<file path="src/rtl/mem_access_unit.sv">
// Load/store sequencer between execute and data memory: RAM sub-word accesses become aligned
// word reads (extract/extend) or word read-modify-writes; MMIO accesses pass straight through.
module mem_access_unit #(
  parameter int unsigned RD_LAT   = 1,
  parameter int unsigned MMIO_BIT = 31
) (
  input  logic        clk,
  input  logic        rst,
  input  logic        req_valid,
  output logic        req_ready,
  input  logic        req_we,
  input  logic [2:0]  req_funct3,
  input  logic [31:0] req_addr,
  input  logic [31:0] req_wdata,
  output logic        resp_valid,
  output logic [31:0] resp_rdata,
  output logic        resp_err,
  output logic [1:0]  mem_length,
  output logic        mem_sign,
  output logic        mem_read,
  output logic        mem_write,
  output logic [31:0] mem_addr,
  output logic [31:0] mem_din,
  input  logic [31:0] mem_dout
);

  typedef enum logic [1:0] {StIdle, StRd, StWr, StResp} state_e;

  localparam logic [2:0] CntInit = 3'(RD_LAT - 1);

  state_e      state_q, state_d;
  logic        we_q, we_d;
  logic [2:0]  f3_q, f3_d;
  logic [31:0] addr_q, addr_d;
  // Holds store data on the way in, the merged RMW word, or the final load result.
  logic [31:0] data_q, data_d;
  logic        mmio_q, mmio_d;
  logic        err_q, err_d;
  logic [2:0]  cnt_q, cnt_d;

  logic        req_mmio, req_err;
  logic [31:0] lane, lane_ext, merged;

  assign req_mmio = req_addr[MMIO_BIT];

  always_comb begin
    req_err = 1'b0;
    case (req_funct3)
      3'b011, 3'b110, 3'b111: req_err = 1'b1;
      3'b100, 3'b101:         req_err = req_we;
      default:                req_err = 1'b0;
    endcase
    if (!req_mmio) begin
      if (req_funct3[1:0] == 2'b01 && req_addr[0]) req_err = 1'b1;
      if (req_funct3[1:0] == 2'b10 && req_addr[1:0] != 2'b00) req_err = 1'b1;
    end
  end

  always_comb begin
    lane = mem_dout >> {addr_q[1:0], 3'b000};
    case (f3_q)
      3'b000:  lane_ext = {{24{lane[7]}}, lane[7:0]};
      3'b100:  lane_ext = {24'h0, lane[7:0]};
      3'b001:  lane_ext = {{16{lane[15]}}, lane[15:0]};
      3'b101:  lane_ext = {16'h0, lane[15:0]};
      default: lane_ext = lane;
    endcase
    merged = mem_dout;
    if (f3_q[1:0] == 2'b00) merged[{addr_q[1:0], 3'b000} +: 8] = data_q[7:0];
    else                    merged[{addr_q[1], 4'b0000} +: 16] = data_q[15:0];
  end

  always_comb begin
    state_d = state_q;
    we_d    = we_q;
    f3_d    = f3_q;
    addr_d  = addr_q;
    data_d  = data_q;
    mmio_d  = mmio_q;
    err_d   = err_q;
    cnt_d   = cnt_q;
    unique case (state_q)
      StIdle: begin
        if (req_valid) begin
          we_d   = req_we;
          f3_d   = req_funct3;
          addr_d = req_addr;
          mmio_d = req_mmio;
          err_d  = req_err;
          cnt_d  = CntInit;
          data_d = (req_we && !req_err) ? req_wdata : 32'h0;
          if (req_err)                                     state_d = StResp;
          else if (!req_we)                                state_d = StRd;
          else if (req_mmio || req_funct3[1:0] == 2'b10)   state_d = StWr;
          else                                             state_d = StRd;
        end
      end
      StRd: begin
        if (cnt_q == 3'd0) begin
          if (we_q) begin
            data_d  = merged;
            state_d = StWr;
          end else begin
            data_d  = mmio_q ? mem_dout : lane_ext;
            state_d = StResp;
          end
        end else begin
          cnt_d = cnt_q - 3'd1;
        end
      end
      StWr:    state_d = StResp;
      StResp:  state_d = StIdle;
      default: state_d = StIdle;
    endcase
  end

  always_comb begin
    req_ready  = (state_q == StIdle);
    resp_valid = 1'b0;
    resp_err   = 1'b0;
    resp_rdata = 32'h0;
    mem_read   = 1'b0;
    mem_write  = 1'b0;
    mem_length = 2'd0;
    mem_sign   = 1'b0;
    mem_addr   = 32'h0;
    mem_din    = 32'h0;
    if (state_q == StRd || state_q == StWr) begin
      mem_addr   = mmio_q ? addr_q : {addr_q[31:2], 2'b00};
      mem_length = mmio_q ? f3_q[1:0] : 2'd2;
      mem_sign   = mmio_q & ~f3_q[2];
      mem_read   = (state_q == StRd);
      mem_write  = (state_q == StWr);
      mem_din    = (state_q == StWr) ? data_q : 32'h0;
    end
    if (state_q == StResp) begin
      resp_valid = 1'b1;
      resp_err   = err_q;
      resp_rdata = we_q ? 32'h0 : data_q;
    end
  end

  always_ff @(posedge clk or negedge rst) begin
    if (!rst) begin
      state_q <= StIdle;
      we_q    <= 1'b0;
      f3_q    <= 3'b000;
      addr_q  <= 32'h0;
      data_q  <= 32'h0;
      mmio_q  <= 1'b0;
      err_q   <= 1'b0;
      cnt_q   <= 3'd0;
    end else begin
      state_q <= state_d;
      we_q    <= we_d;
      f3_q    <= f3_d;
      addr_q  <= addr_d;
      data_q  <= data_d;
      mmio_q  <= mmio_d;
      err_q   <= err_d;
      cnt_q   <= cnt_d;
    end
  end

endmodule

</file>
<file path="config.mk">
export PLATFORM = sky130hd
export DESIGN_NAME = mem_access_unit
export DESIGN_NICKNAME = d
export VERILOG_FILES = /design/src/rtl/mem_access_unit.sv
export SDC_FILE = /design/constraint.sdc
export NUM_CORES = 1
export LEC_CHECK = 0
export ABC_AREA = 1
export BUFFER_PORTS_ARGS = -buffer_cell sky130_fd_sc_hd__buf_4
export CAP_MARGIN = 25
export CORE_ASPECT_RATIO = 0.5
export CORE_MARGIN = 4
export CORE_UTILIZATION = 35
export CTS_CLUSTER_DIAMETER = 100
export DETAILED_ROUTE_END_ITERATION = 6
export GPL_ROUTABILITY_DRIVEN = 0
export SYNTH_ARGS = -nofsm -noshare
export SYNTH_HDL_FRONTEND = slang
export SYNTH_SLANG_ARGS = --single-unit
</file>
<file path="constraint.sdc">
create_clock -name clk -period 2.79 [get_ports clk]
set_clock_uncertainty 0.15 [all_clocks]
set_input_delay 0 -clock clk [delete_from_list [all_inputs] [get_ports clk]]
set_output_delay 0 -clock clk [all_outputs]
set_load 0.005 [all_outputs]
</file>
# Word level (Yosys, flattened, before mapping)
# Index checks and enable logic that the tools add are counted.
# totals
regBits	75
latch_bits	0
ramBits	0
rom_bits	0
in_bits	103
out_inout_bits	104
word_cells	89
n_memories	0
# classes
addsub	3
mul	0
div	0
magnitude_cmp	0
n_eq_ne	16
shift	5
n_mux	37
bitwise_logic	2
n_reduce_logical	18
# ops
cell	count
$mux 32	11
$pmux 32 s4	1
$bwmux 32	2
$pmux 32 s2	1
$shift 16x7->32 const A	1
$shift 8x7->32 const A	1
$shiftx 16x7->32	1
$shiftx 8x7->32	1
$shr 32x5->32	1
$eq 3x3->1 const B	6
$mux 2	8
$neg 5->7	2
$mux 1	9
$pmux 2 s4	1
$eq 2x2->1 const B	3
$logic_not 3->1	2
$mux 3	2
$ne 2x2->1 const B	3
$pmux 3 s2	1
$reduce_and 3->1	2
$eq 2x1->1 const B	2
$logic_not 2->1	2
$reduce_and 2->1	2
$reduce_bool 2->1	2
other kinds (11)	14

# Longest topological paths before layout
# depth
ltp_word	11
mapped_depth	15
depth_no_buf	12

# Worst setup path after synthesis
# No wires, ideal clock.
# synth_path
kind	flip-flop to flip-flop
from	reg addr_q[0]
to	reg data_q[3]
setup_ps	120
arrival_ps	2049
t_required_ps	2520
path_slack_ps	471
path_stages_with_launch	14
path_buffers	4
synth_period_minus_slack_ps	2319
path_cell_list	dfrtp_1 -> buf_2 -> inv_2 -> buf_4 -> clkbuf_1 -> ha_1 -> buf_2 -> clkinv_1 -> nand2_1 -> nand2_1 -> nand3_1 -> nand2_1 -> nand3_2 -> o21ai_2
# synth_between
elab_chain_len	7
word_cells_on_any_way	11
cone_classes	1 x add/sub; 3 x shift; 7 x mux
# synth_rtl
element	line	rtl
start: declaration	34	logic [31:0] addr_q, addr_d;
start signal: assignment	157	addr_q <= addr_d;
$neg 5->7	69	if (f3_q[1:0] == 2'b00) merged[{addr_q[1:0], 3'b000} +: 8] = data_q[7:0];
$shiftx 8x7->32 / $shift 8x7->32 (equally long branches)	69	
$bwmux 32	69	
$mux 32	69	
$mux 32 *	100	if (we_q) begin
$mux 32 *	99	if (cnt_q == 3'd0) begin
$pmux 32 s2 *	82	unique case (state_q)
end signal: assignment	158	data_q <= data_d;
end: declaration	36	logic [31:0] data_q, data_d;
# Mark *: on every way between the ends. The rest lies on a longest branch, timed or not. The select of a mux whose other input is x is not followed.
# A chain may end at the register's enable or synchronous reset.

# Worst setup path after layout
# layout_path
from	reg we_q
to	out resp_rdata[21]
# layout_between
elab_chain_len	2
# layout_rtl
element	line	rtl
start: declaration	32	logic we_q, we_d;
start signal: assignment	155	we_q <= we_d;
$mux 32	139	resp_rdata = we_q ? 32'h0 : data_q;
$mux 32	136	if (state_q == StResp) begin
end: declaration	16	output logic [31:0] resp_rdata,
# No other way between the ends.

==> flow_summary.toml <==
[power]
p_per_area_mw_per_mm2 = 1069
leakage_uw = 0.005229
fin_total_pwr_uw = 9824
ir_worst_vdd_mv = 0.4625

[worst_setup_path]
arrival_ps = 2250
startpoint_type = "flop"
required_ps = 2640
worst_setup_path_end_kind = "output pin"
critPathLaunch = "we_q"
cp_max_fo = 32
r2r_start = "addr_q[0]"
critical_path_class = "flop to output pin"

[sta]
tns_ps = 0
tightest_slew_ps = 822.8
fin_crit_ps = 2397
finalHoldWorstSlack_ps = -12.45
setup-violations-final = 0
rsz0062_at_grt = "no"
finalCritPeriodShare = 0.8592
slew_viol_final = 0
clock.fmax_mhz = 417.2
timing_hold_violations_final = 25
relSlewSlack = 0.4509

[floorplanning]
ios = 207
start_util = 0.3635
fp.dieH_um = 103.9
dieWidth_um = 199.7
rows = 34
core_area_mm2 = 0.01770
design.die.area_mm2 = 0.02075

[synth]
synthArstFlopShare = 1.000
synth_cells = 1144
synth_flop_cell = "dfrtp_1"
synth_top_area_share = 0.2878
synth_common_cells = "nand2_1 (452), nor2_1 (169), inv_1 (130)"
synth_most_common_cell = "nand2_1"
ys_top_cells_by_area = "dfrtp_1 (29%), nand2_1 (26%), nor2_1 (9.9%), inv_1 (7.6%), nand3_1 (7.3%)"
ys_seq_area_frac = 0.2878
yosysTopAreaCell = "dfrtp_1"
yosys.cell_types.count = 31
syn_area_mm2 = 0.006434
ys_ff_latch = 74
synth-edff-count = 0
ys_warn_count = 0
avgSynthCellArea_um2 = 5.624
syn-num-nets = 1258

[worst_hold_path]
hold_class = "primary input to asynchronous set/reset pin"

[flow_run]
cap_viol_max_count = 0

[outcome]
violations = "negative hold slack"
outcome = "finished with violations"

[drt]
routed_wl_um = 26930
dr.pass1.iters = 6
drc_errors = 0
wire_per_inst_um = 16.53
ant_nets = 0
drtIter0Drc = 899
num_vias = 8290
vias_per_cell = 5.089

[clock_tree]
post-cts-setup-buffer-count = 0
clock-root-buffer = "clkbuf_16"
clockBufferDepth = 2
path_clk_slew_ps = 60
cts_tree = "yes"
cts_sinks = 74
cts_buffers = 9
htree_levels = 3
clock_latency_ps = 350
cts_resized = 0

[finish]
num-fill-cells = 1827
layout-drive-gt1-share = 0.1894
fin_cells = 1629
stdcell_area_mm2 = 0.009186
syn_to_final_growth_pct = 42.78
nets = 1504

[global_routing]
first_global_vias = 7920
antenna_found_initial = 0
grt_pass1_wl_um = 42440
grt_start_max_net_pins = 75
grt.total_usage = 0.2550
overflow = 0

[place]
portBuffers = 206
dp_hpwl_um = 19290
dpl_cell_area_mm2 = 0.008137
dp.cells = 1537
path summary, 6_finish.rpt:
check | end | slack (ps) | depth (start not counted)
worst max register to register | data_q[17] | 400 | 10
min in group clk | data_q[23] | 10 | 7
worst min-delay path | addr_q[25] | -10 | 2
max in group asynchronous | data_q[10] | 1910 | 3
worst max-delay path | resp_rdata[21] | 390 | 5
worst min register to register | addr_q[26] | 330 | 2
logic make-up after synthesis:
logic type / after synthesis / share of synthesized area
flops: 74 / 0.2878
simple gates: 744 / 0.4722
fa+ha+maj: 11 / 0.02139
buf+inv: 204 / 0.1262
compound gates: 111 / 0.09238
repair_timing:
action / 4_1_cts / 5_1_grt
endpoints found under the setup margin: 0 / 0
endpoints found under the hold margin: 143 / 0
hold buffers: 75 / 0
per-layer routing:
layer	vias up	GRT usage	wire length, um
met2	393	0.4018	12250
met1	3849	0.3489	11620
met4	0	0.07316	669
met3	61	0.06052	2394
li1	3987	-	-
met5	-	0	0
critical path, cell delays in order, from the launching register on:
cell and delay [ps]:
dfrtp_1 830, inv_1 300, nand2_1 120, buf_4 370
nor2_1 100, buf_4 160
metrics by stage:
step / util / setup slack (ps) / hold WS [ps]
2_1_floorplan: - / 471.3 / -445.6
3_3_place_gp: 0.4598 / 508.0 / 45.53
3_5_place_dp: 0.4598 / 489.6 / 49.62
4_1_cts: 0.5174 / 421.9 / 8.078
5_1_grt: 0.5189 / 304.8 / 38.06
6_report: 0.5191 / 392.8 / -12.45
cell usage in the layout, fill, tap and decap left out, types with 2 or more instances in the layout:
cell,n
nand3b_1,7
dlygate4sd3_1,75
nor2_1,169
nor2_8,2
nand3_2,3
clkinv_4,2
o21ai_2,3
ha_1,11
a21oi_1,52
clkbuf_16,9
inv_1,130
buf_4,224
nor2_2,4
nand2_1,452
nand3_1,94
nand4_1,8
nand2_2,2
clkinv_2,2
inv_2,6
o22ai_1,3
o21ai_0,35
o21ai_1,8
dfrtp_1,74
o211ai_1,8
where the power goes:
part / internal, uW / total (uW) / switching [uW]
sequential: 1580 / 1930 / 348
clock: 601 / 1110 / 508
combinational: 2430 / 6780 / 4350
total: 4620 / 9820 / 5210
final cells by class:
class,count,area [um^2],share of cell area
multi-input combinational,866,3770,0.4104
timing repair buffer,301,2480,0.2700
sequential,74,1852,0.2016
inverter,138,520.5,0.05666
tap,234,292.8,0.03187
clock buffer,9,225.2,0.02452
clock inverter,6,43.79,0.004767
antenna,1,2.502,0.0002724
sequential cells by signal, summed over array words and instances (netlist names):
name / flops
addr_q: 32
data_q: 32
cnt_q: 3
f3_q: 3
state_q: 2
err_q: 1
we_q: 1
Power figures use the tool's default switching activity.
